$ cat src/rtl/alu_issue_arbiter.sv
// Two-port issue arbiter in front of the shared integer ALU: round-robin grant,
// registered issue stage, tagged response and idle clock gating.
// Build option: define ALU_ARB_FIXED_PRIO_EN for strict port-0 priority.
module alu_issue_arbiter #(
    parameter int DATA_W    = 32,
    parameter int IDLE_HOLD = 4,
    parameter int WAKE_LAT  = 1
) (
    input  logic              clk,
    input  logic              rst,
    input  logic [1:0]        req_valid,
    output logic [1:0]        req_ready,
    input  logic [6:0]        req0_opcode,
    input  logic [2:0]        req0_funct3,
    input  logic [6:0]        req0_funct7,
    input  logic [DATA_W-1:0] req0_op_a,
    input  logic [DATA_W-1:0] req0_op_b,
    input  logic [6:0]        req1_opcode,
    input  logic [2:0]        req1_funct3,
    input  logic [6:0]        req1_funct7,
    input  logic [DATA_W-1:0] req1_op_a,
    input  logic [DATA_W-1:0] req1_op_b,
    output logic [6:0]        alu_opcode,
    output logic [2:0]        alu_funct3,
    output logic [6:0]        alu_funct7,
    output logic [DATA_W-1:0] alu_op_a,
    output logic [DATA_W-1:0] alu_op_b,
    input  logic [DATA_W-1:0] alu_result,
    output logic              rsp_valid,
    output logic              rsp_id,
    output logic [DATA_W-1:0] rsp_result,
    output logic              alu_clk_en
);
    localparam int IDLE_W = (IDLE_HOLD > 1) ? $clog2(IDLE_HOLD) : 1;
    localparam int WAKE_W = (WAKE_LAT > 1) ? $clog2(WAKE_LAT) : 1;

    typedef enum logic [1:0] {
        GATED  = 2'd0,
        WAKE   = 2'd1,
        ACTIVE = 2'd2
    } state_t;

    state_t              state_q, state_d;
    logic [IDLE_W-1:0]   idle_cnt, idle_cnt_d;
    logic [WAKE_W-1:0]   wake_cnt, wake_cnt_d;
    logic                grant_id;
    logic                accept;
    logic                idle;
    logic                issue_vld_p1;
    logic                issue_id_p1;

`ifndef ALU_ARB_FIXED_PRIO_EN
    logic                last_grant;
`endif

    // Grant: only in ACTIVE, one-hot to the winning valid port.
    always_comb begin
        req_ready = 2'b00;
        grant_id  = 1'b0;
        if (state_q == ACTIVE) begin
            case (req_valid)
                2'b01: begin
                    grant_id  = 1'b0;
                    req_ready = 2'b01;
                end
                2'b10: begin
                    grant_id  = 1'b1;
                    req_ready = 2'b10;
                end
                2'b11: begin
`ifdef ALU_ARB_FIXED_PRIO_EN
                    grant_id  = 1'b0;
`else
                    grant_id  = ~last_grant;
`endif
                    req_ready = grant_id ? 2'b10 : 2'b01;
                end
                default: begin
                    grant_id  = 1'b0;
                    req_ready = 2'b00;
                end
            endcase
        end
    end

    assign accept = |(req_valid & req_ready);
    assign idle   = (req_valid == 2'b00) && !issue_vld_p1 && !rsp_valid;

    // A request in the expiring idle cycle makes idle false, so gating is cancelled.
    always_comb begin
        state_d    = state_q;
        idle_cnt_d = '0;
        wake_cnt_d = '0;
        case (state_q)
            GATED: begin
                if (req_valid != 2'b00) state_d = WAKE;
            end
            WAKE: begin
                if (wake_cnt == WAKE_W'(WAKE_LAT - 1)) state_d = ACTIVE;
                else wake_cnt_d = wake_cnt + 1'b1;
            end
            ACTIVE: begin
                if (idle) begin
                    if (idle_cnt == IDLE_W'(IDLE_HOLD - 1)) state_d = GATED;
                    else idle_cnt_d = idle_cnt + 1'b1;
                end
            end
            default: state_d = GATED;
        endcase
    end

    always_ff @(posedge clk) begin
        if (rst) begin
            state_q      <= GATED;
            idle_cnt     <= '0;
            wake_cnt     <= '0;
            alu_clk_en   <= 1'b0;
            issue_vld_p1 <= 1'b0;
            rsp_valid    <= 1'b0;
        end else begin
            state_q      <= state_d;
            idle_cnt     <= idle_cnt_d;
            wake_cnt     <= wake_cnt_d;
            alu_clk_en   <= (state_d != GATED);
            issue_vld_p1 <= accept;
            rsp_valid    <= issue_vld_p1;
        end
    end

`ifndef ALU_ARB_FIXED_PRIO_EN
    always_ff @(posedge clk) begin
        if (rst) last_grant <= 1'b1;
        else if (accept) last_grant <= grant_id;
    end
`endif

    // Stage p1: issue registers feeding the ALU; stage p2: response capture.
    always_ff @(posedge clk) begin
        if (rst) begin
            alu_opcode  <= '0;
            alu_funct3  <= '0;
            alu_funct7  <= '0;
            alu_op_a    <= '0;
            alu_op_b    <= '0;
            issue_id_p1 <= 1'b0;
            rsp_id      <= 1'b0;
            rsp_result  <= '0;
        end else begin
            if (accept) begin
                alu_opcode  <= grant_id ? req1_opcode : req0_opcode;
                alu_funct3  <= grant_id ? req1_funct3 : req0_funct3;
                alu_funct7  <= grant_id ? req1_funct7 : req0_funct7;
                alu_op_a    <= grant_id ? req1_op_a   : req0_op_a;
                alu_op_b    <= grant_id ? req1_op_b   : req0_op_b;
                issue_id_p1 <= grant_id;
            end
            rsp_id     <= issue_id_p1;
            rsp_result <= alu_result;
        end
    end

endmodule

$ cat config.mk
export PLATFORM = sky130hd
export DESIGN_NAME = alu_issue_arbiter
export DESIGN_NICKNAME = d
export VERILOG_FILES = /design/src/rtl/alu_issue_arbiter.sv
export SDC_FILE = /design/constraint.sdc
export NUM_CORES = 1
export LEC_CHECK = 0
export ABC_AREA = 1
export BUFFER_PORTS_ARGS = -buffer_cell sky130_fd_sc_hd__buf_2
export CAP_MARGIN = 20
export CORE_AREA = 10 10 121 123
export DETAILED_ROUTE_END_ITERATION = 6
export DIE_AREA = 0 0 131 133
export GPL_TIMING_DRIVEN = 0
export PLACE_DENSITY = 0.93
export REMOVE_ABC_BUFFERS = 1
export SLEW_MARGIN = 20
export SYNTH_ARGS = -nofsm -noshare
export SYNTH_HDL_FRONTEND = slang
export SYNTH_SLANG_ARGS = --single-unit
$ cat constraint.sdc
create_clock -name clk -period 2.1 [get_ports clk]
set_clock_uncertainty 0.05 [all_clocks]
set_input_delay 0.315 -clock clk [delete_from_list [all_inputs] [get_ports clk]]
set_output_delay 0.315 -clock clk [all_outputs]
set_load 0.01 [all_outputs]
# Word-level counts from Yosys, hierarchy flattened
# Index checks and enable logic that the tools add are counted.
# totals
regBits	124
latch_bits	0
mem_bits_rw	0
rom_bits	0
in_bits	198
out_inout_bits	118
wordCells	55
memories	0
# classes
addsub	2
multipliers	0
div	0
n_lt_le_gt_ge	0
eq_ne	6
shifts	0
n_mux	15
bitwise	6
n_reduce_logical	11
# ops
operator	n
$mux W32	2
$mux W7	2
$mux W2	6
$pmux W2 S3	2
$eq A2 B2 Y1 const B	4
$not A1 Y1	5
$eq A2 B1 Y1 const B	2
$logic_not A2 Y1	2
$reduce_bool A2 Y1	2
$reduce_or A4 Y1	1
$mux W3	1
$reduce_or A3 Y1	1
$add A2 B1 Y2 const B	1
$and A2 B2 Y2	1
$logic_and A1 B1 Y1	2
$logic_not A1 Y1	2
$pmux W1 S2	1
$reduce_or A2 Y1	1
$add A1 B1 Y1 const B	1
$mux W1	1

# Depth between registers and ports, before layout
# logic_depth
ltp_word	6
depth_mapped	8
ltp_nobuf	7

# Least setup slack after synthesis
# Ideal clock, no wire load.
# synth_timing
kind	register to output
start	register state_q[0]
end	output req_ready[0]
arrival_ns	1.001
t_required_ns	1.735
slack_ns	0.734
path_stages_with_launch	5
path_buffers	1
path_cell_list	dfxtp_1 -> inv_1 -> nand2_2 -> buf_2 -> nor3_1
# synth_between
elab_chain_cells	2
# synth_lines
element	line	source
start, declared	43	state_t state_q, state_d;
start signal, assigned	121	state_q <= state_d;
$eq A2 B2 Y1	60	if (state_q == ACTIVE) begin
$mux W2	60	
end, declared	12	output logic [1:0] req_ready,
# No other way between the ends.

# Worst setup path in the final report
# layout_timing
start	register state_q[0]
end	output req_ready[1]
# Same word-level chain as after synthesis.

==> impl_metrics.tcl <==
set metrics [dict create \
    fin_util_pct 65.5 \
    initialDrtViolationCount 280 \
    clkTransAtPathRegs_ps 60 \
    grt_first_pass_wirelength_um 30700 \
    nFillCells 977 \
    dp_hpwl_um 14200 \
    cts_htree_levels 4 \
    start_util_pct 47.2 \
    layout_common_cells "buf_2 (315), dfxtp_1 (123), nand2_1 (89), or2_2 (81), a21oi_1 (79)" \
    synth-simple-area-share_pct 18.4 \
    rsz0062_at_grt "no" \
    syn_inst 692 \
    hold_start "alu_result[1]" \
    hold_ws_ps 49.7 \
    outcome "finished clean" \
    gp_congestion 0.833 \
    min_period_ps 1930 \
    cp_cell_sequence "inv_2, nand2_8, buf_16, inv_1, nand2_1, inv_1, buf_2" \
    cp_slowest_stage_delay_ps 350 \
    areaGrowthSynthToFinish_pct 38.8 \
    endpoint_kind "primary output" \
    relSlewSlack_pct 55.1 \
    routed_via_density 5.05 \
    drc 0 \
    worstPathRequired_ps 1740 \
    grt_overflow 0 \
    r2r_start "state_q[0]$_SDFF_PP0_" \
    wirelength_um 20300 \
    crit_arrival_ps 1560 \
    synth_top_family_by_area "compound AO/OA/AOI/OAI gates" \
    path_class "reg2out" \
    cp-start-kind "register" \
    final_nets 1179 \
    antenna_found_initial 0 \
    slew_violations 0 \
    stdcell_count 1165 \
    fp.dieH_um 133 \
    drive_above_1_share_pct 52.1 \
    synth_cell_types 25 \
    io_buffers 315 \
    root_buffer "clkbuf_16" \
    clk_latency_ps 410 \
    crit_path_top_delay_cell "dfxtp_1" \
    crit_start "state_q[0]$_SDFF_PP0_" \
    hold_violations 0 \
    power_mw 6.64 \
    core_area_sq_um 12400 \
    fmax_ghz 0.519 \
    synth_area_sq_um 5830 \
    synth_compound_area_share_pct 29.1 \
    synthAdderAreaFrac_pct 0.215 \
    setup_viol 0 \
    ctsHoldBuffers 0 \
    antenna_left 0 \
    ys_warn_count 0 \
    antenna-diode-count 0 \
    cts_buffers 17 \
    io-pin-count 316 \
    drt-wirelength-per-cell_um 17.4 \
    die-area_sq_um 17400 \
    rows 41 \
    ys_ff_latch 124 \
    hold_path.class "in2reg" \
    grtUsageTotal_pct 22.4 \
    seq_area_frac_synth_pct 42.6 \
    grt_pass1_vias 6018 \
    cts_sinks 124 \
    fin_crit_sh_pct 91.8 \
    cp_common_cell "inv_1" \
    placed_cells 1128 \
    worst_slew_pin_slew_ps 674 \
    syn-mean-instance-area_sq_um 8.42 \
    clock_path_buffers 2 \
    maxCapViolCount 0 \
    leakagePower_nw 4.22 \
    synth_mux_area_share_pct 0 \
    fin_tns_setup_ps 0 \
    vias 5878 \
    worstPathMaxFanout 25 \
    firstDrtPassIters 5 \
    grt_max_degree 96 \
    synth-xor-area-share_pct 0 \
    die_w_um 131 \
    final_common_cell "buf_2" \
    cts_tree "built" \
    ir_drop_mv 0.970 \
    p_per_area_nw_per_um2 821 \
]
[stage by stage]
step | setup slack (ps) | instance area, sq um
floorplan | -1190 | 5440
global placement | -2200 | 7230
detailed placement | 39.3 | 7380
CTS | 132 | 8090
global route | 67.5 | 8090
finish | 173 | 8090
[routing by layer]
metal / wire length [um] / GRT usage, % / up-vias
li1: - / - / 2837
met1: 6980 / 22.3 / 2719
met2: 10300 / 39.0 / 278
met3: 2370 / 9.31 / 44
met4: 622 / 10.6 / 0
met5: 0 / 0 / -
[synthesized netlist by cell type]
library cell | n | area share, %
a21oi_2 | 2 | 0.30
a21oi_1 | 79 | 6.8
o21ai_0 | 78 | 6.7
o21bai_1 | 11 | 1.4
o21bai_2 | 70 | 14
dfxtp_1 | 124 | 43
buf_4 | 1 | 0.13
or2_2 | 81 | 8.7
conb_1 | 1 | 0.064
o21ai_1 | 5 | 0.43
ha_1 | 1 | 0.21
clkbuf_2 | 1 | 0.086
nor3_1 | 3 | 0.26
buf_1 | 1 | 0.064
nand3_1 | 3 | 0.26
nor2_4 | 1 | 0.19
nand2_1 | 90 | 5.8
nor2_8 | 1 | 0.34
buf_2 | 10 | 0.86
nand2_2 | 1 | 0.11
buf_6 | 22 | 4.2
clkbuf_1 | 21 | 1.4
nand2_4 | 1 | 0.19
inv_1 | 45 | 2.9
nor2_1 | 39 | 2.5
[kinds of logic (layout without fill, tap and decap cells)]
logic type | after synthesis | count (layout)
compound gates | 245 | 245
simple gates | 220 | 223
flops | 124 | 124
buf+inv | 101 | 399
fa+ha+maj | 1 | 1
other cells | 1 | 1
[timing repair]
| item | in CTS | in global routing |
|---|---|---|
| resized for setup | 3 | 0 |
| setup endpoints to repair | 2 | 0 |
| buffers inserted | 1 | 0 |
[layout make-up]
cell class / instances / area [sq um] / share of cell area [%]
inverter: 45 / 169 / 2.09
clock buffer: 18 / 429 / 5.30
tap: 172 / 215 / 2.66
clock inverter: 14 / 205 / 2.54
multi-input combinational: 470 / 2840 / 35.1
sequential: 124 / 2480 / 30.7
timing repair buffer: 322 / 1750 / 21.6
[critical path: cells and delay by family, from the launching register on]
| kind | cells | cell delay [ps] |
|---|---|---|
| DFF | 1 | 350 |
| buffers and inverters | 5 | 580 |
| and+or+nand+nor | 2 | 220 |
[final timing paths]
path | endpoint | slack, ps | depth (start not counted)
worst max-delay path | req_ready[1] | 170 | 7
worst min-delay path | rsp_result[1]$_SDFF_PP0_ | 50 | 3
worst max register to register | alu_opcode[5]$_SDFFE_PP0P_ | 320 | 7
worst min register to register | idle_cnt[0]$_SDFF_PP0_ | 380 | 1
[power breakdown]
part	switching [mW]	internal, mW
Sequential	0.0550	2.48
Clock	1.12	2.01
Combinational	0.527	0.450
Total	1.70	4.94
[sequential cells by signal (all words and copies together) (netlist names)]
register and flops:
alu_op_a 32, alu_op_b 32, rsp_result 32, alu_funct7 7, alu_opcode 7, alu_funct3 3
idle_cnt 2, state_q 2, alu_clk_en 1, issue_id_p1 1, issue_vld_p1 1, last_grant 1
rsp_id 1, rsp_valid 1, wake_cnt 1
Power figures use the tool's default switching activity.
